`config.mk`:
```
export PLATFORM = sky130hd
export DESIGN_NAME = seg_scan_driver_flat
export DESIGN_NICKNAME = d
export VERILOG_FILES = /design/src/rtl/seg_scan_driver_if.sv /design/src/rtl/seg_scan_driver.sv /design/src/flat_wrapper.sv
export SDC_FILE = /design/constraint.sdc
export NUM_CORES = 1
export LEC_CHECK = 0
export ABC_AREA = 1
export CAP_MARGIN = 40
export CORE_MARGIN = 5
export CORE_UTILIZATION = 48
export CTS_CLUSTER_DIAMETER = 100
export DETAILED_ROUTE_END_ITERATION = 8
export PLACE_DENSITY = 0.83
export SLEW_MARGIN = 20
export SYNTH_ARGS = -nofsm -noshare
export SYNTH_HDL_FRONTEND = slang
export SYNTH_SLANG_ARGS = --single-unit
```
`constraint.sdc`:
```
create_clock -name clk -period 1.9 [get_ports clk]
set_clock_uncertainty 0.05 [all_clocks]
set_input_delay 0.38 -clock clk [delete_from_list [all_inputs] [get_ports clk]]
set_output_delay 0.38 -clock clk [all_outputs]
set_load 0.005 [all_outputs]
```
`src/rtl/seg_scan_driver_if.sv`:
```
// Signal bundle between the seven-segment scan driver, its segment ROM and the display pins.
// master = the driver, slave = the ROM/board side.
`timescale 1ns/1ps
interface seg_scan_driver_if;
    logic        page_sel;
    logic        rom_addr;
    logic [63:0] rom_dout;
    logic [7:0]  seg;
    logic [7:0]  an;
    logic        page_now;
    logic        frame_done;

    modport master (
        input  page_sel,
        input  rom_dout,
        output rom_addr,
        output seg,
        output an,
        output page_now,
        output frame_done
    );

    modport slave (
        output page_sel,
        output rom_dout,
        input  rom_addr,
        input  seg,
        input  an,
        input  page_now,
        input  frame_done
    );
endinterface

```
`src/rtl/seg_scan_driver.sv`:
```
// Fetches a 64-bit packed seven-segment page from ROM once per frame and
// time-multiplexes its 8 bytes onto an 8-digit common-anode display.
`timescale 1ns/1ps
module seg_scan_driver #(
    parameter int unsigned DIV       = 50000,
    parameter int unsigned CNT_W     = 16,
    parameter logic [7:0]  SEG_BLANK = 8'hFF
) (
    input  logic               clk,
    input  logic               rst,
    seg_scan_driver_if.master  bus
);
    typedef enum logic [1:0] {
        ST_FETCH1 = 2'd0,
        ST_FETCH2 = 2'd1,
        ST_SCAN   = 2'd2
    } state_t;

    localparam logic [CNT_W-1:0] DIV_LAST = CNT_W'(DIV - 1);

    state_t           r_state;
    logic [2:0]       r_digit;
    logic [CNT_W-1:0] r_presc;
    logic             r_rom_addr;
    logic             r_page_now;
    logic [7:0]       r_an;
    logic [7:0]       r_seg;
    logic             r_frame_done;
    logic [63:0]      r_shadow;

    logic [2:0]       w_digit_nxt;
    logic [5:0]       w_byte_lsb;

    assign w_digit_nxt = r_digit + 3'd1;
    assign w_byte_lsb  = {w_digit_nxt, 3'b000};

    // Outputs come straight from registers; the shadow word isolates the
    // display from ROM changes between fetches.
    always_ff @(posedge clk) begin
        if (rst) begin
            r_state      <= ST_FETCH1;
            r_digit      <= 3'd0;
            r_presc      <= '0;
            r_rom_addr   <= 1'b0;
            r_page_now   <= 1'b0;
            r_an         <= 8'hFF;
            r_seg        <= SEG_BLANK;
            r_frame_done <= 1'b0;
            r_shadow     <= 64'h0;
        end else begin
            r_frame_done <= 1'b0;
            case (r_state)
                ST_FETCH1: begin
                    r_rom_addr <= bus.page_sel;
                    r_an       <= 8'hFF;
                    r_seg      <= SEG_BLANK;
                    r_state    <= ST_FETCH2;
                end
                ST_FETCH2: begin
                    // Digit 0 is loaded straight from the ROM so it lights on the next cycle.
                    r_shadow   <= bus.rom_dout;
                    r_page_now <= r_rom_addr;
                    r_presc    <= '0;
                    r_digit    <= 3'd0;
                    r_an       <= 8'hFE;
                    r_seg      <= bus.rom_dout[7:0];
                    r_state    <= ST_SCAN;
                end
                ST_SCAN: begin
                    if (r_presc == DIV_LAST) begin
                        r_presc <= '0;
                        if (r_digit != 3'd7) begin
                            r_digit <= w_digit_nxt;
                            r_an    <= ~(8'h01 << w_digit_nxt);
                            r_seg   <= r_shadow[w_byte_lsb +: 8];
                        end else begin
                            // Wrap goes through a fresh fetch, never straight back to digit 0.
                            r_state      <= ST_FETCH1;
                            r_an         <= 8'hFF;
                            r_seg        <= SEG_BLANK;
                            r_frame_done <= 1'b1;
                        end
                    end else begin
                        r_presc <= r_presc + CNT_W'(1);
                    end
                end
                default: begin
                    r_state <= ST_FETCH1;
                    r_an    <= 8'hFF;
                    r_seg   <= SEG_BLANK;
                end
            endcase
        end
    end

    assign bus.rom_addr   = r_rom_addr;
    assign bus.seg        = r_seg;
    assign bus.an         = r_an;
    assign bus.page_now   = r_page_now;
    assign bus.frame_done = r_frame_done;
endmodule
```
`src/flat_wrapper.sv`:
```
// flat-port wrapper written by rule: the top's interface ports become plain ports
module seg_scan_driver_flat 
#(
    parameter int unsigned DIV       = 50000,
    parameter int unsigned CNT_W     = 16,
    parameter logic [7:0]  SEG_BLANK = 8'hFF
)
  (clk, rst, bus_page_sel, bus_rom_dout, bus_rom_addr, bus_seg, bus_an, bus_page_now, bus_frame_done);
  seg_scan_driver_if bus_i ();
  input  logic clk;
  input  logic rst;
  input wire logic [$bits(bus_i.page_sel)-1:0] bus_page_sel;
  input wire logic [$bits(bus_i.rom_dout)-1:0] bus_rom_dout;
  output wire logic [$bits(bus_i.rom_addr)-1:0] bus_rom_addr;
  output wire logic [$bits(bus_i.seg)-1:0] bus_seg;
  output wire logic [$bits(bus_i.an)-1:0] bus_an;
  output wire logic [$bits(bus_i.page_now)-1:0] bus_page_now;
  output wire logic [$bits(bus_i.frame_done)-1:0] bus_frame_done;
  assign bus_i.page_sel = bus_page_sel;
  assign bus_i.rom_dout = bus_rom_dout;
  assign bus_rom_addr = bus_i.rom_addr;
  assign bus_seg = bus_i.seg;
  assign bus_an = bus_i.an;
  assign bus_page_now = bus_i.page_now;
  assign bus_frame_done = bus_i.frame_done;
  seg_scan_driver #(.DIV(DIV), .CNT_W(CNT_W), .SEG_BLANK(SEG_BLANK)) u_core (.clk(clk), .rst(rst), .bus(bus_i));
endmodule
```
# Yosys cells after proc, flatten, opt, wreduce, memory -nomap -nowiden
# Cells that the tools add are included.
dict set report classes {
  add_sub_neg 2
  bitwise_logic 3
  muxes 15
  reduce_logical 5
  eq_ne 7
  shifts 2
}
# op count
set op_table {}
lappend op_table {{indexed part select 64 x 7 -> 8 bit} 1}
lappend op_table {{2-to-1 mux 8 bit} 4}
lappend op_table {{case mux 16 bit (2 select lines)} 1}
lappend op_table {{case mux 8 bit (2 select lines)} 2}
lappend op_table {{adder 16 x 1 -> 16 bit, second input constant} 1}
lappend op_table {{equality test 16 bit, second input constant} 1}
lappend op_table {{2-to-1 mux 16 bit} 1}
lappend op_table {{inverter 8 bit} 1}
lappend op_table {{left shift 1 x 3 -> 8 bit, first input constant} 1}
lappend op_table {{2-to-1 mux 3 bit} 2}
lappend op_table {{case mux 2 bit (3 select lines)} 1}
lappend op_table {{case mux 3 bit (2 select lines)} 1}
lappend op_table {{2-to-1 mux 2 bit} 2}
lappend op_table {{!= test 2 x 1 -> 1 bit, second input constant} 2}
lappend op_table {{adder 3 x 1 -> 3 bit, second input constant} 1}
lappend op_table {{!= test 3 bit, second input constant} 1}
lappend op_table {{AND reduction 3 bit} 1}
lappend op_table {{OR reduction 3 bit} 1}
lappend op_table {{equality test 2 x 1 -> 1 bit, second input constant} 1}
lappend op_table {{equality test 2 bit, second input constant} 1}
lappend op_table {{logical NOT 2 bit} 1}
lappend op_table {{!= test 2 bit, second input constant} 1}
lappend op_table {{inverter 1 bit} 2}
lappend op_table {{AND reduction 2 bit} 1}
lappend op_table {{2 further kinds} 2}
dict set report word_totals {
  elab_cells 43
  out_inout_bits 19
  reg_bits 104
}

# Longest topological paths before layout
dict set report logic_depth {
  depth_word 6
  ltp_mapped 13
}

# Worst setup path before layout
# Ideal clock, no wire load.
dict set report synth_timing {
  kind {reg-to-reg}
  start {register u_core.r_digit[0]}
  end {register u_core.r_seg[0] (netlist: u_core.bus.seg[0])}
  arrival_ns 1.806
  path_buffers 4
  required_time_ns 1.738
  stages_incl_launch_ff 13
  path_slack_ns -0.068
  cell_sequence {dfxtp_1 > clkbuf_1 > inv_2 > buf_2 > ha_1 > buf_2 > buf_2 > a21oi_1 > o21ai_0 > nand3_1 > nand3_1 > nand2_1 > nand2_1}
}
dict set report synth_via {
  elab_chain_len 5
}
# element line
set synth_lines {}
lappend synth_lines {{from (decl)} seg_scan_driver.sv:22} ;# logic [2:0] r_digit;
lappend synth_lines {{from (signal assigned)} seg_scan_driver.sv:73} ;# r_digit <= w_digit_nxt;
lappend synth_lines {{adder 3 x 1 -> 3 bit} seg_scan_driver.sv:34} ;# assign w_digit_nxt = r_digit + 3'd1;
lappend synth_lines {{indexed part select 64 x 7 -> 8 bit} seg_scan_driver.sv:75} ;# r_seg <= r_shadow[w_byte_lsb +: 8];
lappend synth_lines {{2-to-1 mux 8 bit *} seg_scan_driver.sv:72} ;# if (r_digit != 3'd7) begin
lappend synth_lines {{2-to-1 mux 8 bit *} seg_scan_driver.sv:70} ;# if (r_presc == DIV_LAST) begin
lappend synth_lines {{case mux 8 bit (2 select lines) *} seg_scan_driver.sv:52} ;# case (r_state)
lappend synth_lines {{to (signal assigned)} seg_scan_driver.sv:66} ;# r_seg <= bus.rom_dout[7:0];
lappend synth_lines {{to (signal assigned)} seg_scan_driver.sv:75}
lappend synth_lines {{to (decl)} seg_scan_driver.sv:27} ;# logic [7:0] r_seg;
# Every way passes the cells marked *; elsewhere a longest branch is shown, timed or not. The select of a mux whose other input is x is not followed.
# A chain may end at the register's enable or synchronous reset.

# Worst setup path in the final report
dict set report layout_timing {
  start {register u_core.r_state[1]}
  end {register u_core.r_presc[15]}
}
dict set report layout_via {
  elab_chain_len 2
}
# element line
set layout_lines {}
lappend layout_lines {{from (decl)} seg_scan_driver.sv:21} ;# state_t r_state;
lappend layout_lines {{from (signal assigned)} seg_scan_driver.sv:41} ;# r_state <= ST_FETCH1;
lappend layout_lines {{from (signal assigned)} seg_scan_driver.sv:57} ;# r_state <= ST_FETCH2;
lappend layout_lines {{from (signal assigned)} seg_scan_driver.sv:67} ;# r_state <= ST_SCAN;
lappend layout_lines {{equality test 2 bit / equality test 2 x 1 -> 1 bit (equally long branches)} seg_scan_driver.sv:52}
lappend layout_lines {{case mux 16 bit (2 select lines) / nonzero test 2 bit (equally long branches)} n/a}
lappend layout_lines {{to (signal assigned)} seg_scan_driver.sv:84} ;# r_presc <= r_presc + CNT_W'(1);
lappend layout_lines {{to (decl)} seg_scan_driver.sv:23} ;# logic [CNT_W-1:0] r_presc;
# Several ways; a longest one is shown, not always the timed one.

==> impl_metrics.env <==
export IMPL_track_usage=0.219
export IMPL_max_stage_delay_ns=0.35
export IMPL_p_leak_nw=2.52
export IMPL_clockPowerShare=0.151
export IMPL_postCtsSetupBuffers=0
export IMPL_detail_route_wl_per_cell_um=14.3
export IMPL_final_common_cell="nor2_1"
export IMPL_p_sw_w=0.00359
export IMPL_fmax_mhz=546
export IMPL_postRouteAntennaNets=0
export IMPL_cp_start_kind="flip-flop"
export IMPL_worstMarginPinSlew_ns=0.446
export IMPL_setup_viol_count_final=0
export IMPL_antenna_found_initial=0
export IMPL_power_internal_w=0.00507
export IMPL_reg2reg_to="u_core.r_presc[15]"
export IMPL_ios=86
export IMPL_fin_crit_ns=1.83
export IMPL_r2r_start="u_core.r_state[1]"
export IMPL_final_cell_mix="nor2_1, nand2_1, dfxtp_1"
export IMPL_hold_start="u_core.r_shadow[16]"
export IMPL_dr_pass1_iters=6
export IMPL_cp_slowest_cell="dfxtp_1"
export IMPL_required_ns=2.12
export IMPL_seqPwrFrac=0.368
export IMPL_die_w_um=110
export IMPL_maxSlewViolCount=0
export IMPL_cp_arrival_ns=2.05
export IMPL_grt_max_degree=50
export IMPL_vias=4862
export IMPL_worstPathCellList="inv_1, ha_4, nand3_2, nor2_2, nand4_2, nor2_2, nand3_1, nand2_1, nor2_1"
export IMPL_clockBufferDepth=2
export IMPL_ff2ff_path_depth=9
export IMPL_design_core_area_um2=9770
export IMPL_setup_tns_ns=0
export IMPL_drive_gt1_frac=0.0800
export IMPL_cts_tree="yes"
export IMPL_cp_common_cell="nor2_2"
export IMPL_cts_sinks=104
export IMPL_h_tree_depth=3
export IMPL_worst_setup_path_type="reg -> reg"
export IMPL_min_period_over_period=0.964
export IMPL_first_global_vias=4582
export IMPL_grt_ovfl_total=0
export IMPL_drc_errors=0
export IMPL_clk_latency_ns=0.37
export IMPL_syn_nets=770
export IMPL_hold_path_cell_count=2
export IMPL_max_cap_violations=0
export IMPL_grt_pass1_wl_mm=21.3
export IMPL_p_per_area_nw_per_um2=1420
export IMPL_ys_seq_area_frac=0.433
export IMPL_clkTransAtPathRegs_ns=0.11
export IMPL_relSlewSlack=0.703
export IMPL_num_fill_cells=872
export IMPL_regArea_um2=2090
export IMPL_dp_hpwl_mm=9.21
export IMPL_p_comb_frac=0.481
export IMPL_diodes=0
export IMPL_wirelength_mm=12.9
export IMPL_ys_warnings_count=0
export IMPL_area_growth_pct=26.6
export IMPL_holdCritPathClass="reg -> reg"
export IMPL_r2r_setup_slack_ns=0.07
export IMPL_path_delay_family="simple AND/OR/NAND/NOR gates"
export IMPL_hold_violations=0
export IMPL_rows=36
export IMPL_synth_async_reset_ratio=0
export IMPL_ys_types=33
export IMPL_syn_cell_area_um2=4810
export IMPL_cp_end_kind="flip-flop"
export IMPL_critPathBufInv=1
export IMPL_initial_core_util=0.492
export IMPL_synth_area_per_cell_um2=6.94
export IMPL_synth_edf_count=0
export IMPL_swShare=0.414
export IMPL_min_to="u_core.r_shadow[16]"
export IMPL_ys_ff_latch=104
export IMPL_synthCells=693
export IMPL_viasPerCell=5.35
export IMPL_outcome="complete, no violations"
export IMPL_multi_input_area_um2=2340
export IMPL_drtIter0Drc=408
export IMPL_cts_root_buf="clkbuf_8"
export IMPL_die_area_um2=12100
export IMPL_synthFlopType="dfxtp_1"
export IMPL_finalWeightedCongestion=0.914
export IMPL_cp_max_fo=7
export IMPL_nets=847
export IMPL_die_h_um=110
export IMPL_peakVddDrop_uv=785
export IMPL_whs_ns=0.415
export IMPL_crit_start="u_core.r_state[1]"
export IMPL_numCtsBuffers=9
export IMPL_portBuffers=85
## Yosys cell counts, types with 4 or more instances
cell type  instances  area share
inv_1             54       0.042
nand2_1          115       0.090
o211ai_1           6      0.0094
clkbuf_1          24       0.019
nor2_1           126       0.098
o21ai_0           84       0.087
dfxtp_1          104        0.43
o21ai_1            6      0.0062
nor2_2             4      0.0052
a21oi_1           57       0.059
buf_2             12       0.012
o22ai_1            6      0.0078
nand3_1           48       0.050
ha_1              10       0.026
xor2_1             4      0.0073
nor3_1             8      0.0083
## state kept, by name, indices dropped and copies added (netlist names)
name	cells
u_core.r_presc	16
u_core.bus.frame_done	1
u_core.r_digit	3
u_core.bus.an	8
u_core.r_shadow	64
u_core.bus.rom_addr	1
u_core.bus.page_now	1
u_core.bus.seg	8
u_core.r_state	2
## through the flow
| step | util | total power (W) | setup WS [ns] | area, um2 | cells |
|---|---|---|---|---|---|
| after floorplan | - | 0.00582 | 0.0299 | 4820 | 693 |
| after global placement | 0.600 | 0.00709 | 0.146 | 5870 | 892 |
| after detailed placement | 0.600 | 0.00723 | 0.0245 | 5870 | 892 |
| after CTS | 0.619 | 0.00855 | 0.0134 | 6050 | 908 |
| after global routing | 0.623 | 0.00935 | -0.00831 | 6090 | 908 |
| final | 0.623 | 0.00866 | 0.0676 | 6090 | 908 |
## tightest hold or removal path, cell delays in order (launching register included)
cell and delay [ns]:
dfxtp_1 0.33, inv_1 0.05, a21oi_1 0.05
## power groups by stage
| stage | Clock (W) | Sequential [W] | Combinational [W] |
|---|---|---|---|
| after floorplan | 0 | 0.00313 | 0.00269 |
| after global placement | 0 | 0.00318 | 0.00391 |
| after detailed placement | 0 | 0.00321 | 0.00402 |
| after CTS | 0.00133 | 0.00317 | 0.00405 |
| after global routing | 0.00143 | 0.00324 | 0.00467 |
| final | 0.00131 | 0.00318 | 0.00417 |
## final cells by class
type / count / area share
clock buffers: 10 / 0.0226
clock inverters: 6 / 0.00801
inverters: 59 / 0.0364
multi-input cells: 488 / 0.385
flip-flops and latches: 104 / 0.343
well taps: 133 / 0.0273
repair buffers: 108 / 0.178
## worst max-delay path by stage
stage               cells past startpoint                 end
floorplan                              12   u_core.bus.seg[0]
global placement                        9  u_core.r_presc[12]
detailed placement                      9  u_core.r_presc[12]
CTS                                     9  u_core.r_presc[12]
global route                            9  u_core.r_presc[15]
finish                                  9  u_core.r_presc[15]
## routing by layer
metal	track usage	routed length, um	up-vias
met1	0.286	5550	2234
met2	0.363	6110	199
met5	0	0	-
li1	-	-	2397
met4	0.0871	312	0
met3	0.0367	975	32
## repair_timing
item | 4_1_cts | 5_1_grt
gates resized for setup | 0 | 9
endpoints found under the setup margin | 0 | 12
hold buffers | 0 | 0
## cells by family after synthesis
kind of cell,share of synthesized area
simple gates,0.272
xor+xnor,0.00910
flops,0.433
compound gates,0.173
buf+inv,0.0869
fa+ha+maj,0.0260
No activity file was read; power rests on OpenSTA's default activity.
